===== config.mk =====
export PLATFORM = sky130hd
export DESIGN_NAME = reg_scoreboard_ctl
export DESIGN_NICKNAME = d
export VERILOG_FILES = /design/src/rtl/reg_scoreboard_ctl.sv
export SDC_FILE = /design/constraint.sdc
export NUM_CORES = 1
export LEC_CHECK = 0
export ABC_CLOCK_PERIOD_IN_PS = 3000
export CAP_MARGIN = 20
export CORE_UTILIZATION = 45
export CTS_BUF_LIST = sky130_fd_sc_hd__clkbuf_16
export DETAILED_ROUTE_END_ITERATION = 16
export PLACE_DENSITY = 0.65
export SYNTH_ARGS = -nofsm -noshare
export SYNTH_HDL_FRONTEND = slang
export SYNTH_SLANG_ARGS = --single-unit

===== constraint.sdc =====
create_clock -name clk -period 3 [get_ports clk]
set_clock_uncertainty 0.1 [all_clocks]
set_input_delay 0.6 -clock clk [delete_from_list [all_inputs] [get_ports clk]]
set_output_delay 0.6 -clock clk [all_outputs]
set_load 0.02 [all_outputs]

===== src/rtl/reg_scoreboard_ctl.sv =====
// Issue/stall controller between decode and AG: tracks in-flight GPR writes per register,
// holds decode on RAW hazards or counter saturation, and handles flush and a stall watchdog.
module reg_scoreboard_ctl #(
    parameter int NREGS         = 8,
    parameter int CNT_W         = 3,
    parameter int STALL_TIMEOUT = 15
) (
    input  logic             clk,
    input  logic             rst_n,
    input  logic             de_v,
    input  logic [7:0]       de_modrm,
    input  logic             de_ro_needed,
    input  logic             de_rm_needed,
    input  logic             de_we,
    input  logic             de_rmsel,
    input  logic             ag_ready,
    input  logic             wb_v,
    input  logic [2:0]       wb_reg,
    input  logic             flush,
    output logic             de_issue,
    output logic             de_stall,
    output logic [NREGS-1:0] busy,
    output logic             err
);

    localparam int              SC_W    = $clog2(STALL_TIMEOUT + 1);
    localparam logic [CNT_W-1:0] CNT_MAX = {CNT_W{1'b1}};
    localparam logic [SC_W-1:0]  SC_MAX  = SC_W'(STALL_TIMEOUT);
    localparam logic [SC_W-1:0]  SC_LAST = SC_W'(STALL_TIMEOUT - 1);

    typedef enum logic [1:0] {
        IDLE_ST  = 2'd0,
        RUN_ST   = 2'd1,
        STALL_ST = 2'd2,
        FLUSH_ST = 2'd3
    } state_t;

    state_t           state_r;
    state_t           state_s;
    logic [CNT_W-1:0] cnt_r [NREGS];
    logic [CNT_W-1:0] cnt_s [NREGS];
    logic [NREGS-1:0] busy_r;
    logic [NREGS-1:0] busy_s;
    logic [NREGS-1:0] inc_vec_s;
    logic [NREGS-1:0] dec_vec_s;
    logic [SC_W-1:0]  stall_cnt_r;
    logic [SC_W-1:0]  stall_cnt_s;
    logic             err_r;
    logic             err_s;

    logic [1:0] mod_s;
    logic [2:0] ro_s;
    logic [2:0] rm_s;
    logic [2:0] dest_s;
    logic       dest_valid_s;
    logic       hazard_s;
    logic       sat_s;
    logic       blocked_s;
    logic       run_ok_s;
    logic       issue_s;
    logic       underflow_s;
    logic       timeout_s;

    // Operand decode and the issue decision; hazards look only at registered counters.
    always_comb begin
        mod_s        = de_modrm[7:6];
        ro_s         = de_modrm[5:3];
        rm_s         = de_modrm[2:0];
        dest_valid_s = de_we & (~de_rmsel | (mod_s == 2'b11));
        if (de_rmsel) begin
            dest_s = rm_s;
        end else begin
            dest_s = ro_s;
        end
        hazard_s  = (de_ro_needed & busy_r[ro_s]) |
                    (de_rm_needed & (mod_s == 2'b11) & busy_r[rm_s]);
        sat_s     = dest_valid_s & (cnt_r[dest_s] == CNT_MAX);
        blocked_s = hazard_s | sat_s;
        run_ok_s  = (state_r == RUN_ST) | (state_r == STALL_ST);
        issue_s   = de_v & ag_ready & ~blocked_s & ~flush & run_ok_s;
    end

    assign de_issue = issue_s;
    assign de_stall = de_v & ~issue_s;
    assign busy     = busy_r;
    assign err      = err_r;

    // Next-state logic; flush wins over every other transition.
    always_comb begin
        state_s = state_r;
        if (flush) begin
            state_s = FLUSH_ST;
        end else begin
            case (state_r)
                IDLE_ST:  state_s = RUN_ST;
                RUN_ST:   state_s = (de_v & blocked_s) ? STALL_ST : RUN_ST;
                STALL_ST: state_s = (~blocked_s | ~de_v) ? RUN_ST : STALL_ST;
                FLUSH_ST: state_s = RUN_ST;
                default:  state_s = IDLE_ST;
            endcase
        end
    end

    // Per-register increment/decrement requests for this cycle.
    always_comb begin
        inc_vec_s = {NREGS{1'b0}};
        dec_vec_s = {NREGS{1'b0}};
        for (int r = 0; r < NREGS; r++) begin
            inc_vec_s[r] = issue_s & dest_valid_s & (dest_s == 3'(r));
            dec_vec_s[r] = wb_v & (wb_reg == 3'(r));
        end
    end

    // Counter update; a writeback against an empty counter leaves it at zero.
    always_comb begin
        busy_s = {NREGS{1'b0}};
        for (int r = 0; r < NREGS; r++) begin
            if (flush) begin
                cnt_s[r] = {CNT_W{1'b0}};
            end else if (inc_vec_s[r] & ~dec_vec_s[r]) begin
                cnt_s[r] = cnt_r[r] + CNT_W'(1);
            end else if (dec_vec_s[r] & ~inc_vec_s[r] & (cnt_r[r] != {CNT_W{1'b0}})) begin
                cnt_s[r] = cnt_r[r] - CNT_W'(1);
            end else begin
                cnt_s[r] = cnt_r[r];
            end
            busy_s[r] = (cnt_s[r] != {CNT_W{1'b0}});
        end
    end

    // Watchdog counts cycles spent in STALL; err is sticky until rst_n.
    always_comb begin
        stall_cnt_s = {SC_W{1'b0}};
        timeout_s   = 1'b0;
        underflow_s = wb_v & ~flush & (cnt_r[wb_reg] == {CNT_W{1'b0}});
        if (flush) begin
            stall_cnt_s = {SC_W{1'b0}};
        end else if (state_r == STALL_ST) begin
            if (stall_cnt_r != SC_MAX) begin
                stall_cnt_s = stall_cnt_r + SC_W'(1);
            end else begin
                stall_cnt_s = SC_MAX;
            end
            timeout_s = (stall_cnt_r == SC_LAST);
        end else begin
            stall_cnt_s = {SC_W{1'b0}};
        end
        err_s = err_r | underflow_s | timeout_s;
    end

    // State, counters, watchdog and error registers.
    always_ff @(posedge clk or negedge rst_n) begin
        if (!rst_n) begin
            state_r     <= IDLE_ST;
            busy_r      <= {NREGS{1'b0}};
            stall_cnt_r <= {SC_W{1'b0}};
            err_r       <= 1'b0;
            for (int r = 0; r < NREGS; r++) begin
                cnt_r[r] <= {CNT_W{1'b0}};
            end
        end else begin
            state_r     <= state_s;
            busy_r      <= busy_s;
            stall_cnt_r <= stall_cnt_s;
            err_r       <= err_s;
            for (int r = 0; r < NREGS; r++) begin
                cnt_r[r] <= cnt_s[r];
            end
        end
    end

endmodule


==> impl_metrics.csv <==
group,metric,value,unit
critical_path,critPathCaptureType,"output pin",
clock_tree,cts.path.max_buffers,2,
critical_path,rr_startpoint,"busy[3]",
synth,synth_common_cells,"45 x nor2_1, 39 x dfrtp_1, 39 x nand2_1",
clock_tree,ctsRootBufferMaster,"clkbuf_16",
critical_path,slowest_stage,"dlygate4sd2_1",
clock_tree,clkTransAtPathRegs,0.06,ns
timing,slew_viol_final,0,
finish,stdcell_count,565,
synth,avgSynthCellArea,8.44,um^2
die,core_area,6940,um^2
grt,grt_max_degree,40,
detailed_routing,drt_wl_total,9290,um
critical_path,ff2ff_path_depth,9,
grt,track_usage,25.7,%
worst_hold_path,hold_path_class,"in -> async",
timing,timing.final.crit_share,97.1,%
timing,setup_viol_count_final,0,
detailed_routing,drt_iter0_drc,185,
timing,finalHoldViolations,0,
synth,ys_seq_elements,39,
clock_tree,tritoncts,"done",
finish,drive_gt1_share,17.3,%
placement,dpl.cell_count,556,
finish,fin_nets,517,
synth,synth-warning-count,0,
timing,tns,0,ns
synth,synth_ff_type,"dfrtp_1",
detailed_routing,vias_per_cell,5.81,
synth,seq_area_frac_synth,29.5,%
grt,antenna_found_initial,0,
synth,yosysTopAreaCell,"dfrtp_1",
critical_path,worstPathMaxFanout,6,
critical_path,timing.rr.end,"busy[0]",
placement,io_buffers,31,
die,rows,30,
clock_tree,cts-hold-fix-buffers,0,
detailed_routing,routedWlPerCell,16.4,um
timing,fin_ws,0.0863,ns
die,dieWidth,87.7,um
timing,rsz0062_at_grt,"no",
synth,ys_types,55,
die,start_util,47.6,%
synth,netlist_area,3310,um^2
grt,grt_overflow,0,
grt,grt_pass1_vias,3072,
critical_path,arrival,2.21,ns
finish,antenna_cells,0,
die,ios,32,
grt,grt_pass1_wl,15100,um
synth,synth_cells,392,
synth,async_reset_ff_share,100,%
die,die_h,87.7,um
timing,worstMarginPinSlew,0.893,ns
synth,synth.most_common_cell,"nor2_1",
clock_tree,cts_max_level,2,
synth,synth.area.top_cells,"dfrtp_1 30%, ha_1 11%, nor2_1 5.1%",
clock_tree,cts_made_buffers,5,
critical_path,path_class,"in -> out",
synth,synthDominantCellAreaShare,29.5,%
synth,synth-edff-count,0,
finish,syn2layout_area_growth,26.5,%
power,ir_drop,0.214,mV
critical_path,cp_cell_sequence,"dlygate4sd2_1, nor3b_1, buf_4, o32ai_1, nand4_1, o21ai_2, nor3_2, nor2b_1, buf_2",
timing,relSlewSlack,40.5,%
detailed_routing,first_pass_iters,4,
status,status,"completed",
placement,gp_routability_congestion,0.901,
detailed_routing,vias,3284,
critical_path,start_kind,"primary input",
timing,timing.fmax,0.343,GHz
detailed_routing,antenna_left,0,
detailed_routing,drc,0,
flow_run,maxCapViolCount,0,
power,p_leak,1.90,nW
critical_path,required,2.30,ns
clock_tree,insertion_delay,0.28,ns
synth,synth_nets,441,
placement,dp_hpwl,7260,um
critical_path,regToRegSetupSlack,0.29,ns
critical_path,max_stage_delay,0.31,ns
timing,period_needed,2.91,ns
power,p_per_area,290,nW/um^2
placement,dp_slack,-0.727,ns
clock_tree,cts.sinks,39,
die,die-area,7700,um^2
==> cell type report <==
| class | instances | area, um^2 |
|---|---|---|
| Fill cell | 602 | 2760 |
| Timing Repair Buffer | 83 | 671 |
| Inverter | 37 | 139 |
| Sequential cell | 39 | 976 |
| Clock inverter | 3 | 12.5 |
| Clock buffer | 5 | 125 |
| Tap cell | 96 | 120 |
| Multi-Input combinational cell | 302 | 2140 |
==> flip-flops by register name, indices dropped and copies added (netlist names) <==
signal       flops
stall_cnt_r      4
state_r          2
busy             8
err              1
cnt_r           24
==> where the power goes <==
part	leakage, nW	switching (W)	internal (W)
registers	0.532	0.00000131	0.000528
logic	1.30	0.0000978	0.0000802
clock network	0.0762	0.000206	0.000301
total	1.90	0.000305	0.000909
==> through the flow <==
stage | hold slack, ns | power [W] | cell area, um^2 | utilization [%]
after floorplan | 0.204 | 0.000611 | 3310 | -
after global placement | 0.348 | 0.000714 | 4050 | 58.4
after detailed placement | 0.351 | 0.000716 | 4050 | 58.4
after CTS | 0.377 | 0.00122 | 4190 | 60.3
after global routing | 0.397 | 0.00126 | 4190 | 60.3
final | 0.344 | 0.00121 | 4190 | 60.3
==> cells in the final DEF (no fill, tap or decap), types with 11 or more instances in the layout <==
cell type | synthesis | layout
inv_1 | 37 | 39
nand3_1 | 11 | 11
nand2_1 | 39 | 39
buf_4 | 0 | 52
clkdlybuf4s50_1 | 0 | 22
dfrtp_1 | 39 | 39
ha_1 | 28 | 28
a21oi_1 | 25 | 25
nor2_1 | 45 | 45
nand4_1 | 11 | 11
==> worst max path at each step <==
stage | start | slack (ns) | cells after the start | endpoint
CTS | de_modrm[5] | 0.01 | 8 | de_stall
finish | de_modrm[4] | 0.09 | 9 | de_stall
detailed placement | de_modrm[3] | -0.73 | 7 | de_issue
global route | de_modrm[4] | 0.007 | 9 | de_stall
floorplan | de_modrm[3] | 0.004 | 8 | de_stall
global placement | de_modrm[3] | -0.72 | 7 | de_issue
==> per-layer routing <==
| layer | GRT usage [%] | part of all wire, % | up-vias | routed length (um) |
|---|---|---|---|---|
| met2 | 41.3 | 47 | 92 | 4360 |
| met4 | 8.79 | 2.0 | 0 | 185 |
| met1 | 35.2 | 46 | 1579 | 4240 |
| met3 | 4.15 | 5.5 | 20 | 513 |
| li1 | - | - | 1593 | - |
| met5 | 0 | 0 | - | 0 |
==> kinds of logic (layout without fill, tap and decap cells) <==
group | after synthesis | after routing | synth area share (%)
buffers and inverters | 51 | 128 | 6.28
muxes | 20 | 20 | 8.66
and+or+nand+nor | 166 | 166 | 26.2
xor gates and xnor gates | 4 | 4 | 1.06
adders and majority gates | 28 | 28 | 10.6
DFF | 39 | 39 | 29.5
AOI/OAI and AO/OA | 84 | 84 | 17.7
==> worst max-delay path, delay by kind of cell <==
kind	cells	cell delay, ns
buf+inv	3	0.62
simple gates	4	0.59
compound gates	2	0.39
==> what timing repair did <==
item	in CTS	in global routing
pin swaps	3	3
gates cloned	0	0
setup buffers	1	0
resized for setup	15	9
setup endpoints to repair	11	3
No activity file was read; power rests on OpenSTA's default activity.
